`src/rtl/flag_frame_ctrl.sv`:
```
// flag_frame_ctrl: drives and supervises CAN overload, error-active and error-passive flags plus delimiter.
// One shared counter serves flag, equal-bit, dominant-extension and delimiter counting.
module flag_frame_ctrl #(
    parameter int FLAG_LEN  = 6,
    parameter int DELIM_LEN = 8,
    parameter int MAX_EXT   = 8,
    parameter int AUTO_OVL  = 1,
    parameter int CW        = 4
) (
    input  logic       clock,
    input  logic       reset,
    input  logic       samplePoint,
    input  logic       canRX,
    input  logic       startFrame,
    input  logic [1:0] frameType,
    output logic       canTX,
    output logic       busy,
    output logic       endFrame,
    output logic       invalidBit,
    output logic       bitError,
    output logic       overloadReq
);
    typedef enum logic [1:0] {IDLE, FLAG, SUPERPOS, DELIM} state_t;
    state_t state, state_n;
    logic passive, passive_n, prev, prev_n;
    logic [CW-1:0] cnt, cnt_n, cnt_inc;
    logic end_n, inv_n, berr_n, ovl_n;

    if ((2**CW) <= FLAG_LEN || (2**CW) <= DELIM_LEN || (2**CW) <= MAX_EXT) begin : g_cw_check
        $error("flag_frame_ctrl: CW too small for FLAG_LEN/DELIM_LEN/MAX_EXT");
    end

    always_comb begin
        state_n   = state;
        passive_n = passive;
        prev_n    = prev;
        cnt_n     = cnt;
        end_n     = 1'b0;
        inv_n     = 1'b0;
        berr_n    = 1'b0;
        ovl_n     = 1'b0;
        cnt_inc   = cnt + 1'b1;
        case (state)
            IDLE: if (startFrame) begin
                state_n   = FLAG;
                passive_n = frameType == 2'd2;
                cnt_n     = '0;
                prev_n    = 1'b1;
            end
            FLAG: if (samplePoint) begin
                // cnt==0 in passive mode means no previous sample yet
                cnt_n  = (!passive || (cnt != '0 && canRX == prev)) ? cnt_inc : CW'(1);
                prev_n = canRX;
                berr_n = !passive && canRX;
                if (cnt_n == CW'(FLAG_LEN)) begin
                    state_n = SUPERPOS;
                    cnt_n   = '0;
                end
            end
            SUPERPOS: if (samplePoint) begin
                if (canRX) begin
                    state_n = DELIM;
                    cnt_n   = CW'(1);
                end else begin
                    inv_n = cnt_inc == CW'(MAX_EXT);
                    cnt_n = inv_n ? '0 : cnt_inc;
                end
            end
            DELIM: if (samplePoint) begin
                if (canRX) begin
                    end_n   = cnt_inc == CW'(DELIM_LEN);
                    cnt_n   = end_n ? '0 : cnt_inc;
                    state_n = end_n ? IDLE : DELIM;
                end else begin
                    ovl_n     = cnt == CW'(DELIM_LEN - 1);
                    inv_n     = !(ovl_n && AUTO_OVL != 0);
                    state_n   = inv_n ? IDLE : FLAG;
                    passive_n = inv_n ? passive : 1'b0;
                    cnt_n     = '0;
                end
            end
            default: state_n = IDLE;
        endcase
    end

    always_ff @(posedge clock or posedge reset) begin
        if (reset) begin
            state       <= IDLE;
            passive     <= 1'b0;
            prev        <= 1'b1;
            cnt         <= '0;
            canTX       <= 1'b1;
            busy        <= 1'b0;
            endFrame    <= 1'b0;
            invalidBit  <= 1'b0;
            bitError    <= 1'b0;
            overloadReq <= 1'b0;
        end else begin
            state       <= state_n;
            passive     <= passive_n;
            prev        <= prev_n;
            cnt         <= cnt_n;
            canTX       <= !(state_n == FLAG && !passive_n);
            busy        <= state_n != IDLE;
            endFrame    <= end_n;
            invalidBit  <= inv_n;
            bitError    <= berr_n;
            overloadReq <= ovl_n;
        end
    end
endmodule

```
`config.mk`:
```
export PLATFORM = sky130hd
export DESIGN_NAME = flag_frame_ctrl
export DESIGN_NICKNAME = d
export VERILOG_FILES = /design/src/rtl/flag_frame_ctrl.sv
export SDC_FILE = /design/constraint.sdc
export NUM_CORES = 1
export LEC_CHECK = 0
export CAP_MARGIN = 20
export CORE_ASPECT_RATIO = 1.2
export CORE_MARGIN = 2
export CORE_UTILIZATION = 54
export DETAILED_ROUTE_END_ITERATION = 10
export HOLD_SLACK_MARGIN = 0.06
export MAX_ROUTING_LAYER = met4
export PLACE_DENSITY = 0.78
export SLEW_MARGIN = 5
export SYNTH_ARGS = -nofsm -noshare
export SYNTH_HDL_FRONTEND = slang
export SYNTH_SLANG_ARGS = --single-unit
```
`constraint.sdc`:
```
create_clock -name clock -period 2.9 [get_ports clock]
set_clock_uncertainty 0.2 [all_clocks]
set_input_delay 0.435 -clock clock [delete_from_list [all_inputs] [get_ports clock]]
set_output_delay 0.435 -clock clock [all_outputs]
set_load 0.01 [all_outputs]
```
After elaboration in Yosys (flattened, before gate mapping)
Index checks and enable logic that the tools add are counted.
- register bits after elaboration: 14
- input port bits: 7
- memories kept: 0
- memory bits (writable): 0
- latch bits: 0
- memory bits (read-only): 0
- bitwise operators: 0
- mux-type cells: 41
- reduce and logical (&&, ||, !) cells: 14
- shifts and indexed selects: 0
- equality and inequality tests: 13
- $mul: 0
- add/subtract/negate cells: 1
- $lt $le $gt $ge: 0
- divide/modulo/power cells: 0
- operators by type and width (kind ; count):
    2-to-1 mux 4 bit ; 9
    2-to-1 mux 1 bit ; 19
    2-to-1 mux 2 bit ; 8
    case mux 4 bit (4 select lines) ; 1
    equality test 4 x 3 -> 1 bit, second input constant ; 2
    != test 2 bit, second input constant ; 4
    case mux 2 bit (4 select lines) ; 1
    equality test 2 bit, second input constant ; 3
    case mux 1 bit (2 select lines) ; 3
    adder 4 x 1 -> 4 bit, second input constant ; 1
    equality test 2 x 1 -> 1 bit, second input constant ; 2
    equality test 4 bit, second input constant ; 1
    zero test 1 bit ; 4
    AND reduction 4 bit ; 1
    nonzero test 2 bit ; 2
    nonzero test 4 bit ; 1
    logical AND 1 bit ; 3
    AND reduction 3 bit ; 1
    zero test 2 bit ; 1
    equality test 1 bit ; 1
    logical OR 1 bit ; 1

Longest topological paths before layout
Gate-level depths: netlist of run 1.
- depth in word-level cells: 11
- gate-level depth with buffers: 8

Worst setup path after synthesis of run 1
OpenSTA, ideal clock, no wires.
- path type: register -> register
- start point: reg state[1]
- end point: reg cnt[2]
- library setup time: 0.063 ns
- cell stages (with the launch flop): 9
- data arrival time: 1.910 ns
- setup slack: 0.727 ns
- cell sequence: dfrtp_1 inv_1 ha_1 clkbuf_1 nor3_1 o21ai_1 or3b_1 a221oi_1 a21o_2
- longest elaborated chain between the ends: 3
- elaborated cells between the ends (all ways): 10
- RTL lines (what ; RTL line ; RTL):
    start, declared ; 24 ; state_t state, state_n;
    start signal, assigned ; 99 ; state <= state_n;
    equality test 2 x 1 -> 1 bit, or another cell as far along ; 43 ; case (state)
    != test 2 bit (no line) ; -- ;
    AND reduction 4 bit (no line) ; -- ;
    end signal, assigned ; 102 ; cnt <= cnt_n;
    end, declared ; 26 ; logic [CW-1:0] cnt, cnt_n, cnt_inc;
Several ways; a longest one is shown, not always the timed one.
A chain may end at the register's enable or synchronous reset.

Final worst setup path of run 1
- start point: reg cnt[0]
- end point: reg busy
- longest elaborated chain between the ends: 9
- elaborated cells between the ends (all ways): 16
- RTL lines (what ; RTL line ; RTL):
    branches (longest 7 deep; another with adder 4 x 1 -> 4 bit) ; -- ;
    case mux 2 bit (4 select lines) (*) ; 43 ;
    nonzero test 2 bit (*) ; 104 ; busy <= state_n != IDLE;
    end signal, assigned ; 93 ; busy <= 1'b0;
    end signal, assigned ; 104 ;
    end, declared ; 17 ; output logic busy,
Mark *: on every way between the ends.

==> results of run 1 <==
flip-flops by register name, indices dropped and copies added (netlist names):
name and cells:
state 2, canTX 1, passive 1, busy 1, overloadReq 1, prev 1, endFrame 1, invalidBit 1
cnt 4, bitError 1
metal layers:
| metal | vias to the layer above | wire (um) |
|---|---|---|
| met5 | - | 0 |
| met3 | 5 | 78 |
| li1 | 427 | - |
| met2 | 23 | 1110 |
| met4 | 0 | 52 |
| met1 | 421 | 906 |
Yosys cell counts, types with 2 or more instances:
library cell / instances / area [sq um]
nand3_1: 3 / 15.0
a21oi_1: 6 / 30.0
nor3b_1: 3 / 22.5
or3_1: 2 / 12.5
xor2_1: 2 / 17.5
nor3_1: 4 / 20.0
dfrtp_1: 12 / 300
clkbuf_1: 2 / 7.51
nor2_1: 3 / 11.3
inv_1: 8 / 30.0
nand2_1: 7 / 26.3
dfstp_2: 2 / 52.6
nand2b_1: 5 / 31.3
nand3b_1: 2 / 15.0
o31ai_1: 3 / 22.5
nand4b_1: 2 / 17.5
buf_2: 4 / 20.0
o21ai_0: 4 / 20.0
ha_1: 6 / 75.1
a221oi_1: 2 / 17.5
and4b_1: 2 / 20.0
through the flow:
step	util, %	cell area [sq um]	hold slack, ns	worst slack (ns)
2_1_floorplan	-	1030	0.123	0.727
3_3_place_gp	62.9	1150	0.285	0.361
3_5_place_dp	62.9	1150	0.287	0.330
4_1_cts	64.8	1190	0.296	0.582
5_1_grt	64.8	1190	0.324	0.369
6_report	64.8	1190	0.271	0.578
worst max path at each step:
stage | end | cells after the start | slack [ns] | from
after floorplan | cnt[2] | 8 | 0.73 | state[1]
after global routing | busy | 6 | 0.37 | state[1]
after detailed placement | canTX | 6 | 0.33 | samplePoint
after global placement | busy | 6 | 0.36 | samplePoint
after CTS | busy | 7 | 0.58 | cnt[0]
final | busy | 7 | 0.58 | cnt[0]
report_power, final:
part,leakage (nW),switching [mW],internal (mW)
sequential,0.181,0.0552,0.250
clock,0.0210,0.0690,0.0767
combinational,0.292,0.185,0.163
cell type report:
type	count	area, sq um	share of cell area (%)
Multi-Input combinational cell	80	608	51.3
Sequential cell	14	353	29.7
Timing Repair Buffer	14	135	11.4
Clock buffer	4	36.3	3.06
Inverter	8	30.0	2.53
Tap cell	19	23.8	2.00
cells by family after synthesis:
family / Yosys count
xor gates and xnor gates: 2
muxes: 1
DFF: 14
adders and majority gates: 6
AOI/OAI and AO/OA: 32
and+or+nand+nor: 39
buffers and inverters: 15
==> reports/metrics.cfg, run 1 <==
[status]
status = complete, no violations

[critical_path]
critPathMaxStageDelay_ns = 0.55
worst-setup-path-type = reg2reg
rrSetupSlack_ns = 0.58
worst_path_dominant_cell_family = compound AO/OA/AOI/OAI gates
worstPathRequired_ns = 2.88
rr_worst_depth = 7
rr_endpoint = busy
critPathSlowestCell = dfrtp_1
worstPathArrival_ns = 2.30
critPathLaunchType = flop
endpoint_kind = flop
critical_path_buf_inv_count = 1
worstPathMaxFanout = 11
r2r-start = cnt[0]
crit_chain = inv_1, ha_1, nand2_1, o32ai_1, nand3_1, a32oi_1, nand2b_1

[pwr]
irDropWorstVdd_mv = 0.485
p_per_area_nw_per_um2 = 674
p_leak_nw = 0.494
p_total_mw = 0.799

[global_route]
antenna_found_initial = 0
gr-max-usage-layer = met2
grt_usage_pct = 23.6
use_met3_pct = 5.90
grt_max_degree = 15
met1_usage_pct = 26.3
use_met2_pct = 35.8
grt_overflow = 0
grt_pass1_vias = 875
grt_pass1_wl_mm = 3.74

[routing]
drc = 0
drtIter0Drc = 13
drt-total-wl_mm = 2.14
via_count = 876
drtAntennaViolNets = 0
viasPerCell = 6.30
drt_pass1_iterations = 4
wl_per_cell_um = 15.4

[logic_synthesis]
ys_async_sr_fraction_pct = 100
netlist_area_sq_um = 1030
synth_ff_type = dfrtp_1
synth-seq-area-share_pct = 34.3
synthMuxAreaShare_pct = 0.972
yosys_warnings = 0
synth_top_family_by_area = compound AO/OA/AOI/OAI gates
synthCells = 109
syn_nets = 122
ys_seq_elements = 14
synth_edf_count = 0
synth_compound_area_share_pct = 25.8
yosys.area_share.simple_pct = 23.3
synthAdderAreaFrac_pct = 7.29
synth-xor-area-share_pct = 1.70
yosysUniqueCellTypes = 46
syn_avg_cell_area_sq_um = 9.45

[job]
maxCapViolCount = 0

[sta]
slew_headroom_pct = 64.3
timing.fmax_mhz = 431
finalHoldViolations = 0
setup_viol = 0
worst_pin_slew_ns = 0.535
rsz0062_at_grt = no
post-route-min-period_ns = 2.32
finalMaxSlewViolations = 0
finalCritPeriodShare_pct = 80.1
setup_tns_ns = 0

[floorplanning]
die_w_um = 43.9
num_io_pins = 13
start_util_pct = 56.3
fp.coreArea_sq_um = 1830
die_area_sq_um = 2270
die_h_um = 51.8
placementRows = 17

[clock_network]
cts-root-buf = clkbuf_4
h-tree-depth = 1
clockBufferDepth = 2
ctsHoldBuffers = 0
post_cts_buffers = 0
cts_tree = yes
worstSkewPairLatency_ns = 0.29
path_clk_slew_ns = 0.09
cts_resized = 0
cts_buffers = 3
numClockSinks = 14

[place]
placed_cells = 135
portBuffers = 12
dp_hpwl_mm = 1.61
gp_congestion = 0.880

[layout]
fillers = 153
final_cell_mix = dfrtp_1 (12), clkdlybuf4s50_1 (12), inv_1 (8)
drive_above_1_share_pct = 13.3
diodes = 0
syn_to_final_growth_pct = 15.2
nets = 134
stdcell_count = 139

[worst_hold_path]
hp-class = in2async

No activity file was read; power rests on OpenSTA's default activity.
==> run 2, diff against run 1 <==
==> constraint.sdc (replaced) <==
create_clock -name clock -period 2.2 [get_ports clock]
set_clock_uncertainty 0.2 [all_clocks]
set_input_delay 0.33 -clock clock [delete_from_list [all_inputs] [get_ports clock]]
set_output_delay 0.33 -clock clock [all_outputs]
set_load 0.01 [all_outputs]
==> reports/metrics.cfg, run 2 (synthesis results as in run 1) <==
[pwr]
combPwrFrac_pct = 52.0
internal_power_mw = 0.740
irDropWorstVdd_mv = 0.793
p_seq_share_pct = 31.9
pwr-share-clk_pct = 16.1
power.switching_mw = 0.482
p_per_area_nw_per_um2 = 848
p_sw_share_pct = 39.5
p_leak_nw = 0.614

[layout]
final_area_sq_um = 1440
nets = 156
stdcell_count = 161
syn_to_final_growth_pct = 39.9
final_cell_mix = buf_4 (23), clkdlybuf4s50_1 (12), dfrtp_1 (10)
fillers = 109
top_regs = cnt (4), state (2)
final_common_cell = buf_4
diodes = 0
largest_reg_flops = 4
drive_above_1_share_pct = 35.9
regMostFlops = cnt

[routing]
via_count = 1009
drtAntennaViolNets = 0
drc = 0
drt-total-wl_mm = 2.75
wl_per_cell_um = 17.1
viasPerCell = 6.27
wl_met3_um = 146
m1WireLength_mm = 1.08
highest_layer = met4
drtIter0Drc = 25
drt_pass1_iterations = 5
routed-wl-met2_mm = 1.42

[clock_network]
ctsHoldBuffers = 0
clockBufferDepth = 2
cts-root-buf = clkbuf_4
cts_buffers = 3
h-tree-depth = 1
cts_tree = yes
path_clk_slew_ns = 0.10
worstSkewPairLatency_ns = 0.30
numClockSinks = 14

[sta]
post-route-min-period_ns = 2.15
timing.fmax_mhz = 464
worst_pin_slew_ns = 0.560
finalMaxSlewViolations = 0
slew_headroom_pct = 62.6
setup_viol = 0
finalCritPeriodShare_pct = 97.9
setup_ws_ns = 0.0451
finalHoldViolations = 0

[global_route]
grt_pass1_wl_mm = 4.44
grt_usage_pct = 27.7
antenna_found_initial = 0
grt_overflow = 0
grt_max_degree = 15
grt_pass1_vias = 976

[floorplanning]
num_io_pins = 13
start_util_pct = 56.3
die_h_um = 51.8
placementRows = 17
die_w_um = 43.9
die_area_sq_um = 2270
fp.coreArea_sq_um = 1830

[critical_path]
critical_path_buf_inv_count = 1
worst-setup-path-type = reg2reg
critPathLaunchType = flop
worstPathMaxFanout = 4
worstPathRequired_ns = 2.22
endpoint_kind = flop
rrSetupSlack_ns = 0.05
r2r-start = state[0]
critPathSlowestCell = dfrtp_2
rr_endpoint = canTX
critPathMostFrequentCell = or3_1
rr_worst_depth = 6
crit_chain = inv_1, ha_2, or3_1, a211oi_2, a221oi_4, or3_1
worstPathArrival_ns = 2.17
crit_cells = 6
worst_path_dominant_cell_family = simple AND/OR/NAND/NOR gates
critPathMaxStageDelay_ns = 0.41

[place]
gp_congestion = 0.924
preCtsSetupSlack_ns = -0.134
portBuffers = 12
placed_cell_area_sq_um = 1290
placed_cells = 154
dp_hpwl_mm = 1.94

[job]
maxCapViolCount = 0

[worst_hold_path]
hp-class = in2async

[status]
status = complete, no violations

## run 2: layer usage
layer	vias to the layer above	track usage, %
li1	470	-
met1	490	31.5
met2	38	47.8
met3	11	2.08
met4	0	15.2
met5	-	-
## run 2: metrics by stage
step	util, %	power [mW]	hold WS [ns]	TNS [ns]
after global placement	70.7	0.909	0.273	-0.111
after global routing	78.7	1.30	0.248	-0.113
final	78.7	1.22	0.170	0
after detailed placement	70.7	0.924	0.276	-0.157
after floorplan	-	0.713	0.0178	0
after CTS	73.7	1.14	0.192	0
## run 2: worst max path at each step
stage | start | end | slack (ns)
6_report | state[0] | canTX | 0.05
5_1_grt | cnt[0] | cnt[2] | -0.06
4_1_cts | state[0] | canTX | 0.03
3_5_place_dp | samplePoint | canTX | -0.13
3_3_place_gp | samplePoint | canTX | -0.11
2_1_floorplan | state[1] | cnt[2] | 0.03
## run 2: power groups by stage
| stage | sequential (mW) | clock [mW] | combinational [mW] |
|---|---|---|---|
| floorplan | 0.388 | 0 | 0.325 |
| global placement | 0.388 | 0 | 0.521 |
| detailed placement | 0.391 | 0 | 0.533 |
| CTS | 0.388 | 0.200 | 0.550 |
| global route | 0.397 | 0.205 | 0.697 |
| finish | 0.390 | 0.196 | 0.636 |
## run 2: area by class of cell
cell class,count,area [sq um],area share (%)
Timing Repair Buffer,36,304,21.1
Clock buffer,4,36.3,2.52
Tap cell,19,23.8,1.65
Sequential cell,14,355,24.7
Multi-Input combinational cell,80,691,48.0
Inverter,8,30.0,2.09
## run 2: worst register-to-register path, stage by stage, from the launching register on
cell,delay [ns]
dfrtp_2,0.41
inv_1,0.09
ha_2,0.22
or3_1,0.39
a211oi_2,0.33
a221oi_4,0.06
or3_1,0.38
## run 2: what timing repair did
action                     CTS  global route
buffers inserted             0             3
setup endpoints to repair    3             4
pin swaps                    0             3
gates resized for setup      4            14
